<file path="config.mk">
export PLATFORM = sky130hd
export DESIGN_NAME = station_dispatch
export DESIGN_NICKNAME = d
export VERILOG_FILES = /design/src/rtl/station_dispatch.sv
export SDC_FILE = /design/constraint.sdc
export NUM_CORES = 1
export LEC_CHECK = 0
export BUFFER_PORTS_ARGS = -buffer_cell sky130_fd_sc_hd__buf_2
export CORE_MARGIN = 5
export CORE_UTILIZATION = 40
export CTS_BUF_LIST = sky130_fd_sc_hd__clkbuf_2
export CTS_CLUSTER_DIAMETER = 30
export DETAILED_ROUTE_END_ITERATION = 12
export PLACE_DENSITY = 0.7
export SYNTH_ARGS = -nofsm -noshare
export SYNTH_HDL_FRONTEND = slang
export SYNTH_SLANG_ARGS = --single-unit
</file>
<file path="constraint.sdc">
create_clock -name clk -period 4.2 [get_ports clk]
set_clock_uncertainty 0.1 [all_clocks]
set_input_delay 0.63 -clock clk [delete_from_list [all_inputs] [get_ports clk]]
set_output_delay 0.63 -clock clk [all_outputs]
set_load 0.02 [all_outputs]
</file>
<file path="src/rtl/station_dispatch.sv">
// -----------------------------------------------------------------------------
// station_dispatch
//   Buffers decoded iops in a small FIFO and hands the oldest one to a free
//   reservation station. Station choice is round-robin over four stations.
//
//   Optional build macro:
//     DISPATCH_BYPASS_EN  When the FIFO is empty and a station is free, the
//                         decoder iop is fed straight to the station in the same
//                         cycle. It is not written into the FIFO.
//
//   Parameters:
//     DEPTH         FIFO entry count (2, 4 or 8)
//
//   Ports:
//     clk           sole clock, rising edge
//     rst           synchronous active-high reset
//     dec_valid     decoder presents an iop
//     dec_iop       decoded iop word
//     dec_iop_init  station initial state
//     dec_pc        iop program counter
//     dec_k16       iop 16-bit constant
//     dec_ready     dispatcher accepts dec_* on this edge
//     flush         drop all buffered iops and suppress dispatch this cycle
//     st_complete   bit n high = station n free
//     id_feed       one-hot load strobe to the stations (zero = no load)
//     id_iop, id_iop_init, id_pc, id_k16   shared station buses
//     fifo_count    number of buffered iops
// -----------------------------------------------------------------------------
module station_dispatch #(
    parameter int DEPTH = 2
) (
    input  logic                     clk,
    input  logic                     rst,
    input  logic                     dec_valid,
    input  logic [31:0]              dec_iop,
    input  logic [2:0]               dec_iop_init,
    input  logic [15:0]              dec_pc,
    input  logic [15:0]              dec_k16,
    output logic                     dec_ready,
    input  logic                     flush,
    input  logic [3:0]               st_complete,
    output logic [3:0]               id_feed,
    output logic [31:0]              id_iop,
    output logic [2:0]               id_iop_init,
    output logic [15:0]              id_pc,
    output logic [15:0]              id_k16,
    output logic [$clog2(DEPTH):0]   fifo_count
);

    localparam int AW = $clog2(DEPTH);
    localparam int CW = AW + 1;

    typedef struct packed {
        logic [31:0] iop;
        logic [2:0]  init;
        logic [15:0] pc;
        logic [15:0] k16;
    } entry_t;

    entry_t          mem [DEPTH];
    entry_t          head;
    entry_t          dec_entry;
    logic [AW-1:0]   wr_ptr;
    logic [AW-1:0]   rd_ptr;
    logic [CW-1:0]   count;
    logic [1:0]      rr_ptr;

    logic            fifo_empty;
    logic            src_valid;
    logic            feed_en;
    logic            bypass_take;
    logic            push;
    logic            pop;
    logic            found;
    logic [1:0]      sel;
    logic [1:0]      idx;

    assign fifo_empty = (count == '0);
    assign head       = mem[rd_ptr];
    assign dec_entry  = '{iop: dec_iop, init: dec_iop_init, pc: dec_pc, k16: dec_k16};
    assign fifo_count = count;

    // Readiness looks only at the registered count, so a same-cycle pop never
    // opens an extra slot.
    assign dec_ready  = ~rst & (count != CW'(DEPTH));

    // Round-robin pick: first free station starting at rr_ptr, wrapping mod 4.
    always_comb begin
        // NOTE: every combinational output gets a default before any branch, so no latch is inferred.
        found = 1'b0;
        sel   = 2'd0;
        idx   = 2'd0;
        for (int i = 0; i < 4; i++) begin
            idx = rr_ptr + 2'(i);
            if (!found && st_complete[idx]) begin
                found = 1'b1;
                sel   = idx;
            end
        end
    end

`ifdef DISPATCH_BYPASS_EN
    assign src_valid   = ~fifo_empty | dec_valid;
    assign bypass_take = fifo_empty & feed_en;
`else
    assign src_valid   = ~fifo_empty;
    assign bypass_take = 1'b0;
`endif

    assign feed_en = ~rst & ~flush & src_valid & found;
    assign pop     = feed_en & ~fifo_empty;
    assign push    = dec_valid & dec_ready & ~flush & ~bypass_take;
    assign id_feed = feed_en ? (4'b0001 << sel) : 4'b0000;

    always_comb begin
        id_iop      = head.iop;
        id_iop_init = head.init;
        id_pc       = head.pc;
        id_k16      = head.k16;
        if (fifo_empty) begin
            id_iop      = dec_entry.iop;
            id_iop_init = dec_entry.init;
            id_pc       = dec_entry.pc;
            id_k16      = dec_entry.k16;
        end
    end

    // NOTE: the storage array is deliberately not reset; count and pointers alone decide which entries are live.
    always_ff @(posedge clk) begin
        if (push) begin
            mem[wr_ptr] <= dec_entry;
        end
    end

    // NOTE: sequential state uses non-blocking assignments only, so every read sees the pre-edge value.
    always_ff @(posedge clk) begin
        if (rst) begin
            wr_ptr <= '0;
            rd_ptr <= '0;
            count  <= '0;
            rr_ptr <= 2'd0;
        end else if (flush) begin
            // Empty the FIFO. The same-cycle push is already gated off, and rr_ptr holds.
            rd_ptr <= wr_ptr;
            count  <= '0;
        end else begin
            if (push) begin
                wr_ptr <= wr_ptr + 1'b1;   // DEPTH is a power of two, so the pointer wraps naturally
            end
            if (pop) begin
                rd_ptr <= rd_ptr + 1'b1;
            end
            unique case ({push, pop})
                2'b10:   count <= count + CW'(1);
                2'b01:   count <= count - CW'(1);
                default: count <= count;
            endcase
            if (feed_en) begin
                rr_ptr <= sel + 2'd1;
            end
        end
    end

endmodule

</file>
==> key figures, run 1 <==
Floorplan
  – Io pins: 149
  – Die H: 131 µm
  – Initial Util: 0.408
  – Row count: 44
  – Width of the die: 131 µm
  – Die footprint: 17300 µm²
  – Core Area: 14500 µm²

Detailed routing
  – Via count: 4009
  – Drt total wl: 12200 µm
  – Routed len/inst: 14.7 µm
  – Drc violations: 0
  – Via density: 4.82
  – DR pass1 iterations: 4
  – Initial DRC count: 221
  – Antenna viol nets, final: 0

Hold path
  – HP Start: flush
  – Hold Crit Class: input pin to register

Synth
  – Async set-reset flop share out of synthesis: 0
  – Syn_area_per_cell: 14.1 µm²
  – Area of the mapped netlist: 5900 µm²
  – Most frequent cells after synthesis: edfxtp_1 (134), mux2i_1 (69), nand2_1 (68), o21ai_0 (67), buf_2 (12)
  – Top-count cell post-synth: edfxtp_1
  – Post-synth net total: 498
  – Dominant cells by area after synthesis: edfxtp_1 (68%), mux2i_1 (12%), o21ai_0 (5.7%)
  – Top_reg_cell synth: edfxtp_1
  – Seq cells post-synth: 141
  – Yosys warnings: 0
  – Cells after synthesis: 418
  – Sequential fraction of the synthesis area: 0.705
  – Synth area leader: edfxtp_1
  – Yosys top cell area share: 0.682
  – Yosys cell types: 26
  – Post-synth EDFFs: 134

Critical path
  – Critical Path Sink Type: output port
  – Crit path launch: fifo_count[0]$_SDFFE_PP0P_
  – Reg2reg path depth: 6
  – Crit path to: id_iop[21]
  – Crit path launch type: register
  – Critical Path RT: 3470 ps
  – Reg2reg start: fifo_count[0]$_SDFFE_PP0P_
  – CP Data Arrival Time: 2690 ps
  – Crit path kind: register to output port
  – Crit-path max FO: 88
  – Reg-to-Reg End: fifo_count[1]$_SDFFE_PP0P_
  – Flop-to-flop setup slack: 1980 ps

Final layout
  – Sequential Area: 4170 µm²
  – Net count, final: 714
  – Filler instances: 1234
  – Fraction of layout cells with a size suffix above 1: 0.294
  – Synth-to-Final Area Change: 30.5%
  – N_diodes: 0
  – Design Area, Final: 7700 µm²
  – Fin util: 0.532
  – Area of the multi-input gates: 1620 µm²

Timing
  – Final hold vios: 0
  – Fin crit period: 3420 ps
  – Final Max Tran Viols: 0
  – Fin crit share: 0.814
  – Max Fclk: 292 MHz
  – Slew @ Worst Pin: 977 ps
  – Max-slew headroom: 0.347
  – Unrepaired setup endpoints after global routing: false
  – Setup violations, final: 0

Global routing
  – Number of global-route vias before repair: 4212
  – Initial antenna violation count: 0
  – Global route total overflow: 0
  – Largest net degree at the start of global routing: 89
  – GRT Resource Usage Total: 0.145
  – First-pass GRT wire length: 20600 µm

Power
  – VDD IR max: 0.000191 V
  – Power share of the combinational group: 0.139
  – Psw: 652 µW
  – Internal Power: 1940 µW
  – Clock Power Share: 0.253
  – Sequential power share: 0.608
  – Switching Share: 0.251
  – Pleak: 0.00301 µW
  – Pwr Density: 337 nW/µm²

Outcome
  – Status: finished, final reports clean

Clock tree
  – Clock Tree Buf Depth: 2
  – Postcts setup bufs: 0
  – TritonCTS buffer count: 17
  – Resized cells post-CTS: 0
  – TritonCTS clock tree: yes
  – Clock Latency Late Sink: 650 ps
  – CTS Sinks: 141
  – H-tree levels: 4
  – Hold buffers post-CTS: 67
  – Root Buffer Master: clkbuf_2
  – Clock transition at path regs: 200 ps

Place
  – Placed inst area: 6850 µm²
  – Gpl congestion: 0.750
  – Number of port buffers: 148
  – Dpl hpwl: 7790 µm

Run
  – Max-Cap Viols: 0
## metal layers
layer | vias to the layer above | track usage | wire length [µm]
met1 | 1913 | 0.173 | 5160
met2 | 103 | 0.243 | 6070
li1 | 1975 | - | -
met4 | 0 | 0.0594 | 218
met3 | 18 | 0.0482 | 733
met5 | - | 0 | 0
## cell usage in the layout (no fill, tap or decap)
cell type | netlist | layout
o21a_1 | 2 | 2
clkbuf_2 | 0 | 23
clkinv_2 | 0 | 3
a21oi_1 | 4 | 4
nor2_1 | 11 | 8
nor2_4 | 0 | 3
dlygate4sd3_1 | 0 | 67
buf_2 | 12 | 148
nor2b_1 | 1 | 1
nor3_1 | 3 | 3
buf_12 | 0 | 2
bufinv_16 | 0 | 1
nor4_2 | 1 | 1
o21ai_0 | 67 | 67
nand2_1 | 68 | 68
nor4_4 | 1 | 1
xor2_1 | 2 | 2
nor4_1 | 1 | 1
nand3_1 | 1 | 1
dfxtp_4 | 0 | 1
inv_1 | 4 | 4
a211oi_1 | 1 | 1
xnor2_1 | 3 | 3
nand2b_1 | 3 | 3
clkinv_4 | 0 | 1
dfxtp_1 | 7 | 6
clkinv_1 | 0 | 3
and2_1 | 4 | 4
mux2i_1 | 69 | 69
nor3_2 | 1 | 1
edfxtp_1 | 134 | 134
buf_4 | 5 | 4
clkinvlp_4 | 0 | 1
o22a_1 | 1 | 1
ha_1 | 5 | 5
## state kept, by name (all words and copies together) (netlist names), named ones only
name,cells
wr_ptr,1
fifo_count,2
rr_ptr,2
rd_ptr,1
mem,134
## power by group through the flow
stage / registers [µW] / clock network, µW / logic, µW
after floorplan: 1610 / 0 / 186
after global placement: 1610 / 0 / 309
after detailed placement: 1610 / 0 / 316
after CTS: 1580 / 707 / 365
after global routing: 1580 / 771 / 396
final: 1580 / 657 / 360
## critical path, stage by stage (launching register included)
cell	delay (ps)
dfxtp_1	430
nor2_4	760
buf_12	340
nand2_1	90
o21ai_0	100
buf_2	200
## metrics by stage
stage          setup TNS, ps  hold WS (ps)  power, µW  setup WS, ps  std cells
2_1_floorplan         -37430           404       1800          -279        418
3_3_place_gp               0           424       1920          1490        732
3_5_place_dp               0           436       1920          1420        732
4_1_cts                    0          7.27       2650           670        831
5_1_grt                    0          5.15       2750           424        831
6_report                   0           142       2590           781        831
## how the worst min path moves through the flow
stage,end,slack (ps),cells past startpoint
after floorplan,rr_ptr[0]$_SDFFE_PP0P_,400,2
after global placement,rr_ptr[0]$_SDFFE_PP0P_,420,2
after detailed placement,rr_ptr[0]$_SDFFE_PP0P_,440,2
after CTS,fifo_count[1]$_SDFFE_PP0P_,7,2
after global routing,fifo_count[1]$_SDFFE_PP0P_,5,2
final,fifo_count[1]$_SDFFE_PP0P_,140,2
## final cells by class
type | instances | share of cell area
flip-flops and latches | 141 | 0.541
well taps | 184 | 0.0299
clock buffers | 23 | 0.0149
repair buffers | 221 | 0.192
inverters | 4 | 0.00195
multi-input cells | 249 | 0.211
clock inverters | 9 | 0.00942
## logic make-up (layout without fill, tap and decap cells)
| kind of cell | after synthesis | in the layout | share of synthesized area |
|---|---|---|---|
| multiplexers | 69 | 69 | 0.117 |
| adder cells (fa/ha/maj) | 5 | 5 | 0.0106 |
| buffers and inverters | 28 | 257 | 0.0235 |
| flip-flops | 141 | 141 | 0.705 |
| AND/OR/NAND/NOR | 95 | 95 | 0.0706 |
| XOR/XNOR | 5 | 5 | 0.00742 |
| AO/OA/AOI/OAI | 75 | 75 | 0.0655 |
(Power assumes the default switching activity.)
==> run 2, diff against run 1 <==
==> constraint.sdc (replaced) <==
create_clock -name clk -period 2.9 [get_ports clk]
set_clock_uncertainty 0.1 [all_clocks]
set_input_delay 0.435 -clock clk [delete_from_list [all_inputs] [get_ports clk]]
set_output_delay 0.435 -clock clk [all_outputs]
set_load 0.02 [all_outputs]
==> key figures, run 2 (synthesis results as in run 1) <==
Power
  – VDD IR max: 0.000281 V (+47%)
  – Pwr Density: 484 nW/µm² (+44%)
  – Pleak: 0.00304 µW (+1.0%)

Floorplan
  – Row count: 44 (unchanged)
  – Die H: 131 µm (unchanged)
  – Core Area: 14500 µm² (unchanged)
  – Initial Util: 0.408 (unchanged)
  – Die footprint: 17300 µm² (unchanged)
  – Width of the die: 131 µm (unchanged)
  – Io pins: 149 (unchanged)

Critical path
  – CP max stage cell: dfxtp_4
  – Crit path kind: register to output port
  – Reg2reg path depth: 6 (unchanged)
  – CP Data Arrival Time: 2250 ps (-440 ps)
  – Cell chain of the critical path: nand2b_4, a21oi_4, nor4_4, inv_1, ha_2, and2_1, buf_4
  – Delay-heaviest family, CP: simple AND/OR/NAND/NOR gates
  – Crit-path max FO: 5 (-94%)
  – Critical Path Sink Type: output port
  – Critical Path RT: 2370 ps (-1100 ps)
  – Crit path launch type: register
  – Worst path max stage delay: 420 ps (-340 ps)
  – Worst path depth: 7 (+2)
  – Buffers & Inverters on Critical Path: 2 (unchanged)

Detailed routing
  – Drc violations: 0 (unchanged)
  – Via density: 4.86 (+0.64%)
  – Drt total wl: 12700 µm (+4.5%)
  – Via count: 4059 (+1.2%)
  – Initial DRC count: 171 (-23%)
  – Routed len/inst: 15.2 µm (+3.9%)
  – DR pass1 iterations: 4 (unchanged)
  – Antenna viol nets, final: 0 (unchanged)

Global routing
  – Largest net degree at the start of global routing: 75 (-16%)
  – Global route total overflow: 0 (unchanged)
  – First-pass GRT wire length: 20800 µm (+0.67%)
  – GRT Resource Usage Total: 0.147 (+0.00189)
  – Number of global-route vias before repair: 4136 (-1.8%)
  – Initial antenna violation count: 0 (unchanged)

Clock tree
  – Clock Latency Late Sink: 660 ps (about the same)
  – Clock transition at path regs: 190 ps (about the same)
  – CTS Sinks: 141 (unchanged)
  – H-tree levels: 4 (unchanged)
  – Root Buffer Master: clkbuf_2
  – Clock Tree Buf Depth: 2 (unchanged)
  – TritonCTS buffer count: 17 (unchanged)
  – TritonCTS clock tree: yes

Place
  – Dpl hpwl: 7600 µm (-2.4%)
  – DP Worst Slack: 456 ps (-968 ps)
  – Gpl congestion: 0.750 (about the same)
  – Number of port buffers: 148 (unchanged)
  – DP Cell Count: 732 (unchanged)

Timing
  – Final Max Tran Viols: 0 (unchanged)
  – Final WS setup: 113 ps (-668 ps)
  – Fin crit share: 0.961
  – Final TNS setup: 0 ps (unchanged)
  – Slew @ Worst Pin: 545 ps (-432 ps)
  – Setup violations, final: 0 (unchanged)
  – Max Fclk: 359 MHz
  – Max-slew headroom: 0.637 (+0.290)
  – Worst hold slack: 178 ps (+36.3 ps)
  – Final hold vios: 0 (unchanged)
  – Unrepaired setup endpoints after global routing: true
  – Fin crit period: 2790 ps

Final layout
  – Largest Register: mem
  – Most frequent cells in the layout: buf_2 (146), edfxtp_1 (134), dlygate4sd3_1 (70)
  – Fin util: 0.541 (+0.00907)
  – Max reg flops: 134 (unchanged)
  – Most common cell after layout, fill and taps aside: buf_2
  – Fraction of layout cells with a size suffix above 1: 0.308 (+0.0146)
  – Filler instances: 1199 (-2.8%)
  – Net count, final: 719 (+0.70%)
  – Sequential Area: 4170 µm² (+0.12%)
  – N_diodes: 0 (unchanged)
  – Area of the multi-input gates: 1670 µm² (+2.8%)
  – Synth-to-Final Area Change: 32.7%
  – Final std cells w/o fill: 836 (+0.60%)

Hold path
  – Hold Crit Class: input pin to register
  – Worst Hold Path Cells: 4 (+2)

Outcome
  – Status: finished, final reports clean

Run
  – Max-Cap Viols: 0 (unchanged)
run 2: cell count changes in the layout (fill, tap and decap cells not counted), sizes merged:
cell         previous run  this run
clkinvlp                1         3
clkinv                  7         9
clkbuf                 23        20
dlygate4sd3            67        70
buf                   154       155
run 2: area by class of cell:
type / count / share of cell area
Sequential cell: 141 / 0.532
Timing Repair Buffer: 226 / 0.198
Clock buffer: 19 / 0.0121
Clock inverter: 13 / 0.0129
Tap cell: 184 / 0.0294
Multi-Input combinational cell: 249 / 0.213
Inverter: 4 / 0.00192
run 2: worst register-to-register path: cells and delay by family (launching register included):
kind,cells,cell delay (ps)
fa+ha+maj,1,420
simple gates,3,580
buf+inv,1,560
flops,1,520
xor+xnor,1,180
run 2: path summary, 6_finish.rpt:
kind	start	to	slack, ps
max	rr_ptr[1]$_SDFFE_PP0P_	id_feed[2]	110
min	st_complete[3]	rr_ptr[0]$_SDFFE_PP0P_	180
max reg2reg	fifo_count[0]$_SDFFE_PP0P_	fifo_count[0]$_SDFFE_PP0P_	510
min reg2reg	rr_ptr[0]$_SDFFE_PP0P_	rr_ptr[0]$_SDFFE_PP0P_	480
run 2: where the power goes:
group | switching [µW] | internal, µW | total (µW)
combinational | 309 | 232 | 541
clock | 667 | 302 | 969
sequential | 11.7 | 2270 | 2280
run 2: through the flow:
stage | total power, µW | area, µm²
after floorplan | 2600 | 5910
after global placement | 2770 | 6850
after detailed placement | 2790 | 6850
after CTS | 3850 | 7760
after global routing | 3990 | 7840
final | 3790 | 7840
run 2: what timing repair did:
item / 4_1_cts / 5_1_grt
setup buffers: 1 / 1
pin swaps: 1 / 1
endpoints found under the hold margin: 141 / 0
hold buffers: 70 / 0
endpoints found under the setup margin: 6 / 39
resized for setup: 3 / 18
run 2: routing by layer:
layer	wire (µm)	GRT usage	share of wire
met5	0	0	0
met4	359	0.0623	0.028
met3	966	0.0543	0.076
met2	6300	0.244	0.49
met1	5110	0.173	0.40
